==> config.mk <==
export PLATFORM = sky130hd
export DESIGN_NAME = tlb_controller
export DESIGN_NICKNAME = d
export VERILOG_FILES = /design/src/rtl/cpu_params.sv /design/src/rtl/tlb_rr_arbiter.sv /design/src/rtl/tlb_controller.sv
export SDC_FILE = /design/constraint.sdc
export NUM_CORES = 1
export LEC_CHECK = 0
export ABC_CLOCK_PERIOD_IN_PS = 1700
export CAP_MARGIN = 20
export CORE_UTILIZATION = 36
export CTS_CLUSTER_SIZE = 16
export DETAILED_ROUTE_END_ITERATION = 8
export GPL_ROUTABILITY_DRIVEN = 1
export MAX_ROUTING_LAYER = met4
export PLACE_DENSITY = 0.83
export SLEW_MARGIN = 20
export SYNTH_ARGS = -nofsm -noshare
export SYNTH_HDL_FRONTEND = slang
export SYNTH_SLANG_ARGS = --single-unit
==> constraint.sdc <==
create_clock -name clk -period 1.7 [get_ports clk]
set_clock_uncertainty 0.2 [all_clocks]
set_input_delay 0.34 -clock clk [delete_from_list [all_inputs] [get_ports clk]]
set_output_delay 0.34 -clock clk [all_outputs]
set_load 0.02 [all_outputs]
==> src/rtl/cpu_params.sv <==
// Shared CPU-wide constants and the TLB controller state encoding.
package cpu_params;
    localparam int bit_count     = 32;
    localparam int page_size     = 4096;
    localparam int pte_valid_bit = 0;
    localparam int pte_bytes     = 4;

    typedef enum logic [2:0] {
        IDLE,
        LOOKUP,
        CHECK,
        WALK,
        REFILL,
        FLUSH,
        RESPOND
    } tlb_ctrl_state_t;
endpackage

==> src/rtl/tlb_rr_arbiter.sv <==
// Two-port round-robin arbiter; the pointer flips to the other port after every grant.
module tlb_rr_arbiter (
    input  logic       clk,
    input  logic       rst,
    input  logic [1:0] req_valid,
    input  logic       advance,
    output logic       grant_idx,
    output logic       grant_any
);
    logic rr;

    always_comb begin
        grant_any = |req_valid;
        // A lone requester wins outright; the pointer only matters on contention.
        grant_idx = (req_valid == 2'b11) ? rr : req_valid[1];
    end

    always_ff @(posedge clk or negedge rst) begin
        if (!rst) begin
            rr <= 1'b0;
        end else if (advance && grant_any) begin
            rr <= ~grant_idx;
        end
    end
endmodule

==> src/rtl/tlb_controller.sv <==
// Sequences the shared TLB for fetch (port 0) and load/store (port 1): lookup,
// single-level page-table walk on a miss, refill and replay.
module tlb_controller
    import cpu_params::*;
#(
    parameter logic [bit_count-1:0] pt_base = 32'h0001_0000
) (
    input  logic                      clk,
    input  logic                      rst,
    input  logic [1:0]                req_valid,
    input  logic [1:0][bit_count-1:0] req_vaddr,
    output logic [1:0]                req_done,
    output logic [bit_count-1:0]      req_paddr,
    output logic                      req_pfault,
    output logic                      tlb_enable,
    output logic                      tlb_unfault,
    output logic                      tlb_flush,
    output logic [bit_count-1:0]      tlb_compare,
    output logic [bit_count-1:0]      tlb_fault_input,
    input  logic [bit_count-1:0]      tlb_paddr,
    input  logic                      tlb_fault,
    output logic                      mem_req,
    output logic [bit_count-1:0]      mem_addr,
    input  logic                      mem_ack,
    input  logic [bit_count-1:0]      mem_rdata
);
    localparam int off_w  = $clog2(page_size);
    localparam int pte_sh = $clog2(pte_bytes);

    tlb_ctrl_state_t      state;
    logic                 gnt;
    logic [bit_count-1:0] vaddr;
    logic                 replayed;
    logic                 flush_2nd;
    logic                 grant_idx;
    logic                 grant_any;
    logic                 advance;
    logic [bit_count-1:0] pte_addr;
    logic                 unused_bits;

    assign advance     = (state == IDLE);
    // Wraps modulo 2^bit_count by construction.
    assign pte_addr    = pt_base + ((vaddr >> off_w) << pte_sh);
    assign unused_bits = ^{tlb_paddr[off_w-1:0], mem_rdata[off_w-1:0]};

    tlb_rr_arbiter u_arb (
        .clk       (clk),
        .rst       (rst),
        .req_valid (req_valid),
        .advance   (advance),
        .grant_idx (grant_idx),
        .grant_any (grant_any)
    );

    always_ff @(posedge clk or negedge rst) begin
        if (!rst) begin
            state           <= IDLE;
            gnt             <= 1'b0;
            vaddr           <= '0;
            replayed        <= 1'b0;
            flush_2nd       <= 1'b0;
            req_done        <= '0;
            req_paddr       <= '0;
            req_pfault      <= 1'b0;
            tlb_enable      <= 1'b0;
            tlb_unfault     <= 1'b0;
            tlb_flush       <= 1'b0;
            tlb_compare     <= '0;
            tlb_fault_input <= '0;
            mem_req         <= 1'b0;
            mem_addr        <= '0;
        end else begin
            tlb_enable  <= 1'b0;
            tlb_unfault <= 1'b0;
            tlb_flush   <= 1'b0;
            req_done    <= '0;
            case (state)
                IDLE: begin
                    if (grant_any) begin
                        gnt         <= grant_idx;
                        vaddr       <= req_vaddr[grant_idx];
                        tlb_compare <= req_vaddr[grant_idx];
                        replayed    <= 1'b0;
                        tlb_enable  <= 1'b1;
                        state       <= LOOKUP;
                    end
                end
                LOOKUP: state <= CHECK;
                CHECK: begin
                    if (!tlb_fault) begin
                        req_paddr     <= {tlb_paddr[bit_count-1:off_w], vaddr[off_w-1:0]};
                        req_pfault    <= 1'b0;
                        req_done[gnt] <= 1'b1;
                        state         <= RESPOND;
                    end else if (replayed) begin
                        // Entry we just refilled still misses: report as a page fault.
                        req_paddr     <= '0;
                        req_pfault    <= 1'b1;
                        req_done[gnt] <= 1'b1;
                        state         <= RESPOND;
                    end else begin
                        mem_req  <= 1'b1;
                        mem_addr <= pte_addr;
                        state    <= WALK;
                    end
                end
                WALK: begin
                    if (mem_ack) begin
                        mem_req     <= 1'b0;
                        mem_addr    <= '0;
                        tlb_unfault <= 1'b1;
                        if (mem_rdata[pte_valid_bit]) begin
                            tlb_fault_input <= {mem_rdata[bit_count-1:off_w], {off_w{1'b0}}};
                            state           <= REFILL;
                        end else begin
                            tlb_fault_input <= '0;
                            flush_2nd       <= 1'b0;
                            state           <= FLUSH;
                        end
                    end
                end
                REFILL: begin
                    replayed   <= 1'b1;
                    tlb_enable <= 1'b1;
                    state      <= LOOKUP;
                end
                FLUSH: begin
                    // First cycle carries the unfault release, second the flush.
                    if (!flush_2nd) begin
                        tlb_flush <= 1'b1;
                        flush_2nd <= 1'b1;
                    end else begin
                        req_paddr     <= '0;
                        req_pfault    <= 1'b1;
                        req_done[gnt] <= 1'b1;
                        state         <= RESPOND;
                    end
                end
                RESPOND: begin
                    req_paddr  <= '0;
                    req_pfault <= 1'b0;
                    state      <= IDLE;
                end
                default: state <= IDLE;
            endcase
        end
    end
endmodule

-- Word-level counts from Yosys, hierarchy flattened
Index checks and enable logic that the tools add are counted.
- output and inout port bits: 135
- flip-flop bits (word level): 142
- input port bits: 134
- logic and storage cells: 93
- multiplexer cells: 44
- eq/ne operators: 14
- bitwise gates (word level): 1
- add/sub/neg operators: 1
- $lt $le $gt $ge: 3
- reduce and logical (&&, ||, !) cells: 15
- operator list (cell ; number):
    $mux W32 ; 9
    $pmux W32 S3 ; 1
    $pmux W32 S2 ; 1
    $add A17 B22 Y23 const A ; 1
    $pmux W3 S6 ; 1
    $mux W1 ; 17
    $mux W3 ; 5
    $ne A2 B2 Y1 const B ; 6
    $eq A3 B3 Y1 const B ; 3
    $reduce_and A3 Y1 ; 3
    $pmux W1 S2 ; 4
    $eq A3 B2 Y1 const B ; 2
    $mux W2 ; 3
    $reduce_and A2 Y1 ; 3
    $reduce_bool A2 Y1 ; 3
    $lt A1 B2 Y1 const B ; 2
    $pmux W2 S2 ; 1
    $reduce_and A4 Y1 ; 1
    $eq A3 B1 Y1 const B ; 1
    $logic_not A3 Y1 ; 1
    $ne A3 B3 Y1 const B ; 1
    $pmux W1 S3 ; 1
    $reduce_bool A3 Y1 ; 1
    $eq A2 B2 Y1 const B ; 1
    other kinds (5) ; 6

-- Longest topological paths before layout
Gate-level depths: netlist of run 1.
- depth in word-level cells: 7
- gate-level depth with buffers: 7
- mapped depth without buffers: 4

-- Hierarchy
Synthesis of run 1 repeated with hierarchy kept, for this count alone.
- cell total of the unflattened synthesis: 567
- area total of the unflattened synthesis: 5855.6 µm²
- by module, submodules not included (module ; area each (µm²) ; cells each ; instances ; sequential area each (µm²)):
    tlb_controller ; 5801.8 ; 561 ; 1 ; 2952.8
    tlb_rr_arbiter ; 53.8 ; 6 ; 1 ; 25.0

-- Least setup slack after synthesis of run 1
OpenSTA, ideal clock, no wires.
- path type: reg2reg
- start: register state[2]
- end: register mem_addr[22]
- slack: -0.060 ns
- data arrival time: 1.433 ns
- stages on the path, launching flop included: 8
- data required time: 1.373 ns
- path buffers: 3
- cells stage by stage: dfrtp_1 -> buf_6 -> nand2b_4 -> or3_1 -> buf_2 -> buf_6 -> nand3_1 -> o31ai_1
- word-level cells in the longest chain between the ends: 3
- elaborated cells on any way between the ends: 8
- classes of those cells: 5 x eq/ne; 1 x mux; 2 x reduce/logical
- ends and longest elaborated chain (item ; line ; RTL):
    from (decl) ; tlb_controller.sv:30 ; tlb_ctrl_state_t state;
    from (signal assigned) ; tlb_controller.sv:57 ; state <= IDLE;
    from (signal assigned) ; tlb_controller.sv:85 ; state <= LOOKUP;
    from (signal assigned) ; tlb_controller.sv:88 ; LOOKUP: state <= CHECK;
    $eq A3 B2 Y1 ; tlb_controller.sv:77 ; case (state)
    $ne A2 B2 Y1 (no source line) / $reduce_bool A2 Y1 (equally long branches) ; n/a ;
    $reduce_and A4 Y1 (no source line) ; n/a ;
    to (signal assigned) ; tlb_controller.sv:103 ; mem_addr <= pte_addr;
    to (decl) ; tlb_controller.sv:23 ; output logic [bit_count-1:0] mem_addr,
Several ways; a longest one is shown, not always the timed one.
A chain may end at the register's enable or synchronous reset.

-- Final worst setup path of run 1
- start: register state[2]
- end: register req_paddr[22]
- word-level cells in the longest chain between the ends: 3
- elaborated cells on any way between the ends: 8
- classes of those cells: 5 x eq/ne; 1 x mux; 2 x reduce/logical
- ends and longest elaborated chain (item ; line ; RTL):
    $eq A3 B2 Y1 / $eq A3 B3 Y1 (equally long branches) ; tlb_controller.sv:77 ;
    $ne A3 B3 Y1 (no source line), or another cell as far along ; n/a ;
    $reduce_and A3 Y1 (no source line) ; n/a ;
    to (signal assigned) ; tlb_controller.sv:91 ; req_paddr <= {tlb_paddr[bit_count-1:off_w], vaddr[off_w-1:0]};
    to (decl) ; tlb_controller.sv:13 ; output logic [bit_count-1:0] req_paddr,
Several ways; a longest one is shown, not always the timed one.

==> results of run 1 <==
## layer usage
layer  up-vias  global-route usage  wire length, um
li1       2282                   -                -
met1      2354               0.264             6460
met2       219               0.370             8470
met3        25              0.0558             1080
met4         0              0.0884              352
met5         -                   -                0
## flip-flops by register name (all words and copies together), names as in the netlist
register	flops
vaddr	32
tlb_flush	1
tlb_fault_input	20
replayed	1
gnt	1
state	3
tlb_enable	1
tlb_unfault	1
mem_addr	21
mem_req	1
req_done	2
req_paddr	32
req_pfault	1
u_arb.rr	1
flush_2nd	1
## synthesized netlist by cell type, types with 2 or more instances
cell,number,area share
clkbuf_2,2,0.0019
nand3_1,25,0.024
a21oi_2,2,0.0034
buf_2,15,0.014
xnor2_1,2,0.0034
clkbuf_1,10,0.0072
and3_1,3,0.0036
buf_4,25,0.036
nor3_2,2,0.0038
a21oi_1,7,0.0067
buf_6,4,0.0086
nand2_1,140,0.10
xor2_1,3,0.0050
nor2_1,7,0.0050
a21o_1,2,0.0029
o21ai_1,3,0.0029
nor2b_1,6,0.0072
a222oi_1,32,0.061
dfrtp_1,119,0.57
o21ai_0,48,0.046
inv_1,34,0.024
buf_12,4,0.015
o21ai_2,11,0.018
## per-stage QoR
step / instances / setup WS [ns]
2_1_floorplan: 545 / -0.00661
3_3_place_gp: 927 / -0.479
3_5_place_dp: 927 / -0.552
4_1_cts: 978 / -0.104
5_1_grt: 985 / -0.252
6_report: 985 / -0.202
## power groups by stage
| stage | Clock, mW | Sequential [mW] | Combinational, mW |
|---|---|---|---|
| final | 3.81 | 4.81 | 8.03 |
| after floorplan | 0 | 5.95 | 2.60 |
| after CTS | 3.88 | 4.69 | 7.41 |
| after global routing | 4.03 | 4.96 | 8.66 |
| after detailed placement | 0 | 4.73 | 7.09 |
| after global placement | 0 | 4.69 | 6.95 |
## worst max-delay path, cell delays in order (launching register included)
cell and delay [ns]:
dfrtp_2 0.44, or3b_4 0.42, a21oi_4 0.25, buf_6 0.16
buf_12 0.10, buf_16 0.13, nand2_2 0.04, o21ai_1 0.07
## area by class of cell
class	instances	area (um2)	share of cell area
antenna	1	2.50	0.000280
timing repair buffer	287	2920	0.326
sequential	119	2980	0.333
inverter	34	128	0.0143
tap	180	225	0.0252
clock inverter	9	145	0.0162
multi-input combinational	332	2060	0.230
clock buffer	23	488	0.0545
## how the worst max path moves through the flow
stage	cells past startpoint	slack, ns	to	startpoint
final	7	-0.20	req_paddr[22]	state[2]
after global routing	6	-0.25	vaddr[12]	state[2]
after CTS	7	-0.10	req_paddr[18]	state[2]
after detailed placement	5	-0.55	req_paddr[22]	tlb_fault
after global placement	5	-0.48	req_paddr[0]	tlb_fault
after floorplan	7	-0.007	mem_addr[22]	state[2]
## logic make-up (layout without fill, tap and decap cells)
family | count (synthesis) | in the layout | synth area share
other | 1 | 24 | 0.000719
flip-flops | 119 | 119 | 0.571
AO/OA/AOI/OAI | 110 | 110 | 0.149
buffers and inverters | 94 | 353 | 0.108
adder cells (fa/ha/maj) | 1 | 1 | 0.00240
XOR/XNOR | 5 | 5 | 0.00840
AND/OR/NAND/NOR | 193 | 193 | 0.160
## what timing repair did
action,CTS,global route
pin swaps,35,53
endpoints found under the setup margin,213,145
gates resized for setup,186,149
cloned,9,4
buffers inserted,9,3
endpoints found under the hold margin,119,0
hold buffers,1,0
==> impl_metrics.json, run 1 <==
{
  "ys_seq_area_frac": 0.571,
  "fp-row-count": 43,
  "drt_iter0_drc": 273,
  "nets": 926,
  "critPathKind": "reg2reg",
  "place_hpwl_um": 10100,
  "end_kind": "register",
  "ant_nets": 0,
  "grt_pass1_vias": 4875,
  "finalCritPeriodShare": 1.12,
  "critical_path.startpoint_type": "register",
  "reg2reg_slack_ns": -0.20,
  "final_core_util": 0.640,
  "dpl-instance-area_um2": 7720,
  "cp.arrival_ns": 2.03,
  "vias_per_cell": 4.95,
  "max_freq_ghz": 0.526,
  "wl_per_cell_um": 16.6,
  "insertion_delay_ns": 0.41,
  "switchingPower_mw": 6.38,
  "core-area_um2": 14000,
  "grt_remaining_overflow": 0,
  "synthesis.area_um2": 5220,
  "r2r-start": "state[2]",
  "syn_inst": 523,
  "ys_types": 40,
  "grtUsageTotal": 0.225,
  "die_h_um": 122,
  "cts_tree": "built",
  "async_reset_ff_frac": 1.00,
  "swShare": 0.383,
  "antenna_found_initial": 1,
  "setup_viol": 88,
  "gp_congestion": 0.782,
  "yosys_warnings": 0,
  "cts_buffers": 17,
  "hold_slack_ns": 0.256,
  "path_clk_slew_ns": 0.05,
  "outcome": "finished with violations",
  "min_path_type": "in2async",
  "fin_crit_ns": 1.90,
  "p_leak_nw": 4.46,
  "final_max_slew_viol_count": 0,
  "setup-tns-final_ns": -9.89,
  "ir_worst_vdd_v": 0.00102,
  "p_clk_frac": 0.229,
  "worst_ep_required_time_ns": 1.83,
  "initial_core_util": 0.373,
  "rsz0062_at_grt": "yes",
  "syn_area_per_cell_um2": 9.97,
  "powerDensity_nw_per_um2": 1860,
  "top_level_ports": 269,
  "r2r_cells": 7,
  "seq_power_share": 0.289,
  "first_pass_iters": 8,
  "cts.path.max_buffers": 2,
  "ys_ff_latch": 119,
  "final_common_cell": "dfrtp_1",
  "power_mw": 16.7,
  "finalWirelength_um": 16400,
  "vias": 4880,
  "io_buffers": 222,
  "reg2reg_to": "req_paddr[22]",
  "final_cell_mix": "dfrtp_1, nand2_1, clkdlybuf4s50_1",
  "grt_max_degree": 77,
  "clock-sinks": 119,
  "critical_path.max_fanout": 8,
  "violations": "setup timing",
  "dieArea_um2": 15000,
  "synth-edff-count": 0,
  "dieWidth_um": 122,
  "cts_root_buffer": "clkbuf_16",
  "htreeDepth": 4,
  "drive_above_1_share": 0.244,
  "ys.flop_type": "dfrtp_1",
  "combPwrFrac": 0.482,
  "setup_ws_ns": -0.202,
  "syn2layout_area_growth_pct": 71.5,
  "fill_cells": 1148,
  "grt_pass1_wl_um": 24600,
  "p_int_mw": 10.3,
  "drv_cap": 0,
  "fin_area_um2": 8950,
  "drc": 0,
  "hold_viol": 0
}
Note: power is estimated with default switching activity, not from simulation.
==> inputs of run 2 (changes only) <==
--- a/config.mk
+++ b/config.mk
@@ -11,6 +11,7 @@
 export CTS_CLUSTER_SIZE = 16
 export DETAILED_ROUTE_END_ITERATION = 8
 export GPL_ROUTABILITY_DRIVEN = 1
+export HOLD_SLACK_MARGIN = 0.06
 export MAX_ROUTING_LAYER = met4
 export PLACE_DENSITY = 0.83
 export SLEW_MARGIN = 20
==> results of run 2 <==
Same layout as run 1: the final DEF is identical, and so are final timing and power.
